File: config.mk
export PLATFORM = sky130hd
export DESIGN_NAME = fcs_lfsr
export DESIGN_NICKNAME = d
export VERILOG_FILES = /design/src/rtl/fcs_pkg.sv /design/src/rtl/fcs_lfsr.sv
export SDC_FILE = /design/constraint.sdc
export NUM_CORES = 1
export LEC_CHECK = 0
export CAP_MARGIN = 25
export CORE_AREA = 2 2 39 41
export DETAILED_ROUTE_END_ITERATION = 10
export DIE_AREA = 0 0 41 43
export PLACE_DENSITY = 0.7
export SYNTH_ARGS = -nofsm -noshare
export SYNTH_HDL_FRONTEND = slang
export SYNTH_SLANG_ARGS = --single-unit
File: constraint.sdc
create_clock -name clk -period 1.3 [get_ports clk]
set_input_delay 0.39 -clock clk [delete_from_list [all_inputs] [get_ports clk]]
set_output_delay 0.39 -clock clk [all_outputs]
set_load 0.01 [all_outputs]
File: src/rtl/fcs_pkg.sv
// fcs_pkg: shared FCS definitions for the generator and checker.
// Polynomial, seed, FSM states and the one-bit LFSR step.
package fcs_pkg;

  localparam int         CRC_W_DEF = 8;
  localparam logic [7:0] POLY_DEF  = 8'h07;
  localparam logic [7:0] SEED_DEF  = 8'h00;
  localparam int         CRC_MAX   = 32;

  typedef enum logic [1:0] {
    IDLE,
    DATA,
    FCS,
    DONE
  } fcs_state_e;

  // Works on a 32-bit container; w selects the live CRC width.
  function automatic logic [CRC_MAX-1:0] lfsr_step(
    input logic [CRC_MAX-1:0] crc,
    input logic [CRC_MAX-1:0] poly,
    input int                 w,
    input logic               b
  );
    logic [CRC_MAX-1:0] msk;
    logic [CRC_MAX-1:0] nxt;
    logic               fb;
    msk = (w >= CRC_MAX) ? '1
        : ((CRC_MAX'(1) << w) - CRC_MAX'(1));
    fb  = (|(crc & (CRC_MAX'(1) << (w - 1)))) ^ b;
    nxt = ((crc << 1) ^ (fb ? poly : '0)) & msk;
    return nxt;
  endfunction

endpackage

File: src/rtl/fcs_lfsr.sv
// fcs_lfsr: serial CRC register.
// load_i restarts from SEED while still absorbing the current bit.
module fcs_lfsr
  import fcs_pkg::*;
#(
  parameter int                   CRC_WIDTH = CRC_W_DEF,
  parameter logic [CRC_WIDTH-1:0] POLY      = POLY_DEF,
  parameter logic [CRC_WIDTH-1:0] SEED      = SEED_DEF
) (
  input  logic                 clk,
  input  logic                 rst_n,
  input  logic                 load_i,
  input  logic                 en_i,
  input  logic                 bit_i,
  output logic [CRC_WIDTH-1:0] crc_o,
  output logic [CRC_WIDTH-1:0] crc_nxt_o
);

  logic [CRC_WIDTH-1:0] crc_q;
  logic [CRC_WIDTH-1:0] crc_d;
  logic [CRC_WIDTH-1:0] base;

  assign base  = load_i ? SEED : crc_q;
  assign crc_d = CRC_WIDTH'(lfsr_step(
                   CRC_MAX'(base),
                   CRC_MAX'(POLY),
                   CRC_WIDTH,
                   bit_i));

  always_ff @(posedge clk or negedge rst_n) begin
    if (!rst_n) begin
      crc_q <= SEED;
    end else if (en_i) begin
      crc_q <= crc_d;
    end
  end

  assign crc_o     = crc_q;
  assign crc_nxt_o = crc_d;

endmodule

==> run metrics, run 1 <==
outcome=complete, but fails checks; failing checks=negative setup slack; Max H-tree Level=1; initial antenna violation count=0; Root Buffer=clkbuf_4; Slowest-stage cell, CP=dfrtp_2; Critical Path End Type=output pin; GPL Wtd Cong=0.7311; Flop pwr share=37.9%; num rows=14; setup TNS=-2106 ps; TritonRoute pass-1 iters=4; synth unique cells=11; min Tclk post-route=1725 ps; share of cells above drive strength 1=72.97%; CP delay by family, top=flip-flops; number of buffers created by CTS=3; Remaining DRCs=0; area of the mapped netlist=387.9 um^2; worst-path fanout max=4; CTS tree=built; Max Root-Sink Buffers=2; sw frac=26.42%; WL/cell=11.49 um; largest net degree at the start of global routing=9; RSZ-0062 raised after global routing=true; Pwr Density=923.4 mW/mm^2; post-synthesis cell count=34; Core ar.=0.001384 mm^2; clk_lat worst skew=250 ps; data required time of the worst path=910 ps; PortBufs=20; Worst Reg-to-Reg Cells=5; max frequency=579.6 MHz; Max Cap Violations=0; slack of the critical path=-425.5 ps; Crit Path Class=reg2out; setup violators final=10; antenna cells=0; Pint=0.5602 mW; Avg Inst Size Synth=11.41 um^2; via count of the first global-routing pass=388; Syn. warnings=0; grt total ovfl=0; combinational power share=35.4%; post-DP HPWL=737.3 um; Tightest Hold Check Type=in2async; Final nets=80; crit share post-route=132.7%; Cell Area, Placed=706.9 um^2; Ports=21; worst clock skew=1.029 ps; worst vdd rail ir drop=0.0005980 V; Worst Setup SP=crc_o[7]; die area=0.001763 mm^2; Clk pwr share=26.8%; Synth Register Bits=8; number of flip-flops under the largest register name=8; Die W=41 um; Initial Util=28.03%; worst r2r src=crc_o[7]; max-slew violations=0; Syn-to-layout area delta=112.6%; crit path buf inv count=1; r2r endpoint=crc_o[7]; hold_ws=420.6 ps; Clock transition at path regs=60 ps; die height=43 um; Hold Violations, Final=0; pre-CTS WS=-999.8 ps; final WL=1034 um; reg-to-reg slack, setup=50 ps; crit-path cells=xnor2_1 > or3_4 > nand2_2 > buf_6; slew margin rel.=74.80%; Leak Pwr=0.4009 nW; final instance area=824.5 um^2; vias per inst=4.456; worst stage delay on the critical path=430 ps; vias=401; Psw=0.2012 mW; Initial DRC Count=3; Arrival @ worst endpoint=1340 ps; Syn Nets=39; crit path launch type=register; first-pass GRT wire length=1649 um; # hold bufs at CTS=0; clock tree sinks=8; Tightest Pin Transition=376.9 ps; Total GRT Usage=14.66%; Post-DRT Antenna Nets=0; sequential area share after synthesis=51.61%
-- placed cells by master (no fill, tap or decap) --
cell / Yosys / layout
buf_6: 0 / 21
dfrtp_1: 8 / 7
buf_4: 0 / 7
mux2_2: 6 / 6
buf_2: 1 / 5
nor2b_2: 0 / 4
clkbuf_4: 0 / 3
xnor2_1: 3 / 2
or3_4: 0 / 2
nand2_2: 0 / 2
nor2_1: 2 / 2
a31oi_1: 2 / 2
clkdlybuf4s50_1: 0 / 2
nor2b_4: 0 / 1
or2b_1: 1 / 1
xnor2_2: 0 / 1
o21ai_0: 2 / 1
o21ai_1: 0 / 1
clkbuf_1: 0 / 1
dfrtp_2: 0 / 1
dlygate4sd2_1: 0 / 1
clkdlybuf4s15_2: 0 / 1
-- cells by family (layout without fill, tap and decap cells) --
family | count (synthesis) | after routing | synth area share [%]
muxes | 6 | 6 | 17.42
xor gates and xnor gates | 3 | 3 | 6.775
buffers and inverters | 1 | 41 | 1.289
and+or+nand+nor | 12 | 12 | 17.10
AOI/OAI and AO/OA | 4 | 4 | 5.806
DFF | 8 | 8 | 51.61
-- synthesized netlist by cell type (all sizes together) --
library cell  count  area, um^2
nor2b             5       31.28
buf               1       5.000
or2b              1       7.510
or3               2       12.51
xnor2             3       26.28
a31oi             2       12.51
o21ai             2       10.01
nand2             2       7.510
nor2              2       7.510
mux2              6       67.56
dfrtp             8       200.2
-- repair_timing --
action,in CTS,in global routing
endpoints found under the hold margin,0,0
pin swaps,1,1
endpoints found under the setup margin,19,16
setup buffers,5,1
resized for setup,88,11
-- cell type report --
type | instances | area, um^2
repair buffers | 37 | 354.1
clock buffers | 4 | 26.28
multi-input cells | 25 | 222.7
fillers | 124 | 559.3
flip-flops and latches | 8 | 201.4
well taps | 16 | 20.02
-- routing by layer --
metal	GRT usage, %	wire length [um]	vias to the layer above
li1	-	-	199
met4	6.000	0	0
met5	0	0	-
met1	15.13	390	190
met2	23.44	581	12
met3	7.853	63	0
-- worst register-to-register path, stage by stage (launching register included) --
cell,delay [ps]
dfrtp_2,430
buf_4,140
buf_6,110
buf_6,100
buf_6,100
mux2_2,250
-- how the worst max path moves through the flow --
stage,endpoint,depth (start not counted)
finish,crc_nxt_o[2],4
global route,crc_nxt_o[2],4
CTS,crc_nxt_o[1],4
detailed placement,crc_nxt_o[1],4
global placement,crc_nxt_o[1],4
floorplan,crc_nxt_o[1],3
-- per-stage QoR --
step	power [mW]	util, %	instances
after floorplan	0.3705	-	34
after global placement	0.5214	51.09	82
after detailed placement	0.5241	51.09	82
after CTS	0.7310	55.43	89
after global routing	0.8183	59.58	90
final	0.7614	59.58	90
-- power groups by stage --
stage                     clock, mW  sequential, mW  combinational (mW)
after floorplan                   0           0.303              0.0677
after global placement            0           0.288               0.233
after detailed placement          0           0.290               0.234
after CTS                     0.210           0.286               0.235
after global routing          0.237           0.291               0.291
final                         0.204           0.288               0.269
(Power assumes the default switching activity.)
==> run 2, diff against run 1 <==
--- a/config.mk
+++ b/config.mk
@@ -5,6 +5,7 @@
 export SDC_FILE = /design/constraint.sdc
 export NUM_CORES = 1
 export LEC_CHECK = 0
+export ABC_AREA = 0
 export CAP_MARGIN = 25
 export CORE_AREA = 2 2 39 41
 export DETAILED_ROUTE_END_ITERATION = 10
==> results of run 2 <==
No change in the layout: final DEF, timing and power equal those of run 1.
==> run 3, diff against run 2 <==
--- a/config.mk
+++ b/config.mk
@@ -7,9 +7,10 @@
 export LEC_CHECK = 0
 export ABC_AREA = 0
 export CAP_MARGIN = 25
-export CORE_AREA = 2 2 39 41
+export CORE_AREA = 5 5 42 44
+export CTS_BUF_LIST = sky130_fd_sc_hd__clkbuf_8
 export DETAILED_ROUTE_END_ITERATION = 10
-export DIE_AREA = 0 0 41 43
+export DIE_AREA = 0 0 47 49
 export PLACE_DENSITY = 0.7
 export SYNTH_ARGS = -nofsm -noshare
 export SYNTH_HDL_FRONTEND = slang
==> run 3 against run 2 <==
  * The run still ends with negative setup slack left
  * Combinational power is 8.9% lower
  * Largest power group is now the clock network
  * Clock power is 50% higher
  * Non-clock buffer count stayed put
  * Critical path type unchanged
  * Sequential cell count stayed put
  * Global-route usage is 2.4 points lower
  * Cell area is 1.4% lower
  * Sequential share of layout area is 0.34 points higher
  * Die area is 31% higher
  * Final cell count stayed put
==> run metrics, run 3 (same netlist as run 1, synthesis figures left out) <==
Final Util=58.04%; final WL=1191 um; Arrival @ worst endpoint=1350 ps; Worst Reg-to-Reg Cells=3; r2r endpoint=crc_o[0]; Leak Pwr=0.4082 nW; first-pass GRT wire length=2070 um; grt total ovfl=0; Die W=47 um; Final nets=80; commonest non-fill, non-tap cell in the layout=buf_4; final instance area=813.3 um^2; Clk pwr share=36.4%; Post-DRT Antenna Nets=0; worst vdd rail ir drop=0.0005517 V; most frequent cells in the layout=buf_4, buf_6, buf_2; Pint=0.6232 mW; routed wire length on met2=657 um; M1 WL=457 um; Worst Setup SP=crc_o[7]; PortBufs=20; Multi-input gate area=242.7 um^2; Initial DRC Count=5; die height=49 um; via count of the first global-routing pass=449; Critical Path End Type=output pin; Tightest Hold Check Type=in2async; max-slew violations=0; setup violators final=10; slack of the critical path=-438.4 ps; data required time of the worst path=910 ps; vias per inst=4.444; clk_lat worst skew=230 ps; TritonRoute pass-1 iters=4; WL/cell=13.23 um; pre-CTS WS=-1017 ps; Ports=21; Max H-tree Level=1; Flop pwr share=34.5%; CP endpoint=crc_nxt_o[1]; sw frac=25.75%; Non-Filler Instances=90; Psw=0.2162 mW; Pwr Density=1032 mW/mm^2; GPL Wtd Cong=0.6515; Cell Area, Placed=706.9 um^2; clock tree sinks=8; max frequency=575.3 MHz; DP Cell Count=82; largest net degree at the start of global routing=9; slew margin rel.=74.31%; die area=0.002303 mm^2; register area=201.4 um^2; outcome=complete, but fails checks; Total GRT Usage=12.23%; crit path launch type=register; initial antenna violation count=0; number of flip-flops under the largest register name=8; min Tclk post-route=1738 ps; share of cells above drive strength 1=75.68%; Root Buffer=clkbuf_8; worst clock skew=2.403 ps; WL met3=76 um; RSZ-0062 raised after global routing=true; combinational power share=29.1%; Final Power=0.8394 mW; CTS tree=built; crit share post-route=133.7%; setup TNS=-2197 ps; hold_ws=451.7 ps; worst-path fanout max=5; reg-to-reg slack, setup=60 ps; Hold Violations, Final=0; Tightest Pin Transition=384.2 ps; Max Cap Violations=0; Max Root-Sink Buffers=2; Initial Util=27.68%; Syn-to-layout area delta=109.7%; vias=400; Clock transition at path regs=40 ps; fill cell count=128; failing checks=negative setup slack; antenna cells=0; num rows=14; Crit Path Class=reg2out; Core ar.=0.001401 mm^2; worst r2r src=crc_o[7]; DR top layer=met3; Remaining DRCs=0; number of buffers created by CTS=3
run 3: worst min path at each step:
| stage | endpoint | slack [ps] | cells after the start |
|---|---|---|---|
| floorplan | crc_o[0] | 90 | 0 |
| finish | crc_o[4] | 450 | 1 |
| global placement | crc_o[7] | 570 | 1 |
| CTS | crc_o[4] | 460 | 1 |
| global route | crc_o[4] | 480 | 1 |
| detailed placement | crc_o[6] | 590 | 2 |
run 3: worst max-delay path: stages, from the launching register on:
cell and delay, ps:
dfrtp_2 450, xnor2_2 150, or3_4 340, nand2_2 80
buf_6 100
run 3: timing repair:
action | in CTS | in global routing
buffers inserted | 3 | 2
endpoints found under the hold margin | 0 | 0
endpoints found under the setup margin | 24 | 11
hold buffers | 0 | 0
pin swaps | 2 | 0
gates resized for setup | 81 | 12
run 3: layout make-up:
cell class | instances | share of cell area, %
sequential | 8 | 24.77
clock buffer | 3 | 5.077
clock inverter | 1 | 0.4615
multi-input combinational | 25 | 29.85
timing repair buffer | 37 | 37.38
tap | 16 | 2.462
run 3: per-layer routing:
metal,track usage (%),vias up
met1,14.06,194
met5,0,-
met2,20.59,10
met3,4.797,0
li1,-,196
met4,2.765,0
run 3: power by group through the flow:
stage          Sequential [mW]  Clock [mW]  Combinational (mW)
3_5_place_dp             0.290           0               0.238
3_3_place_gp             0.288           0               0.235
6_report                 0.289       0.306               0.245
5_1_grt                  0.292       0.330               0.264
2_1_floorplan            0.303           0              0.0677
4_1_cts                  0.289       0.311               0.225
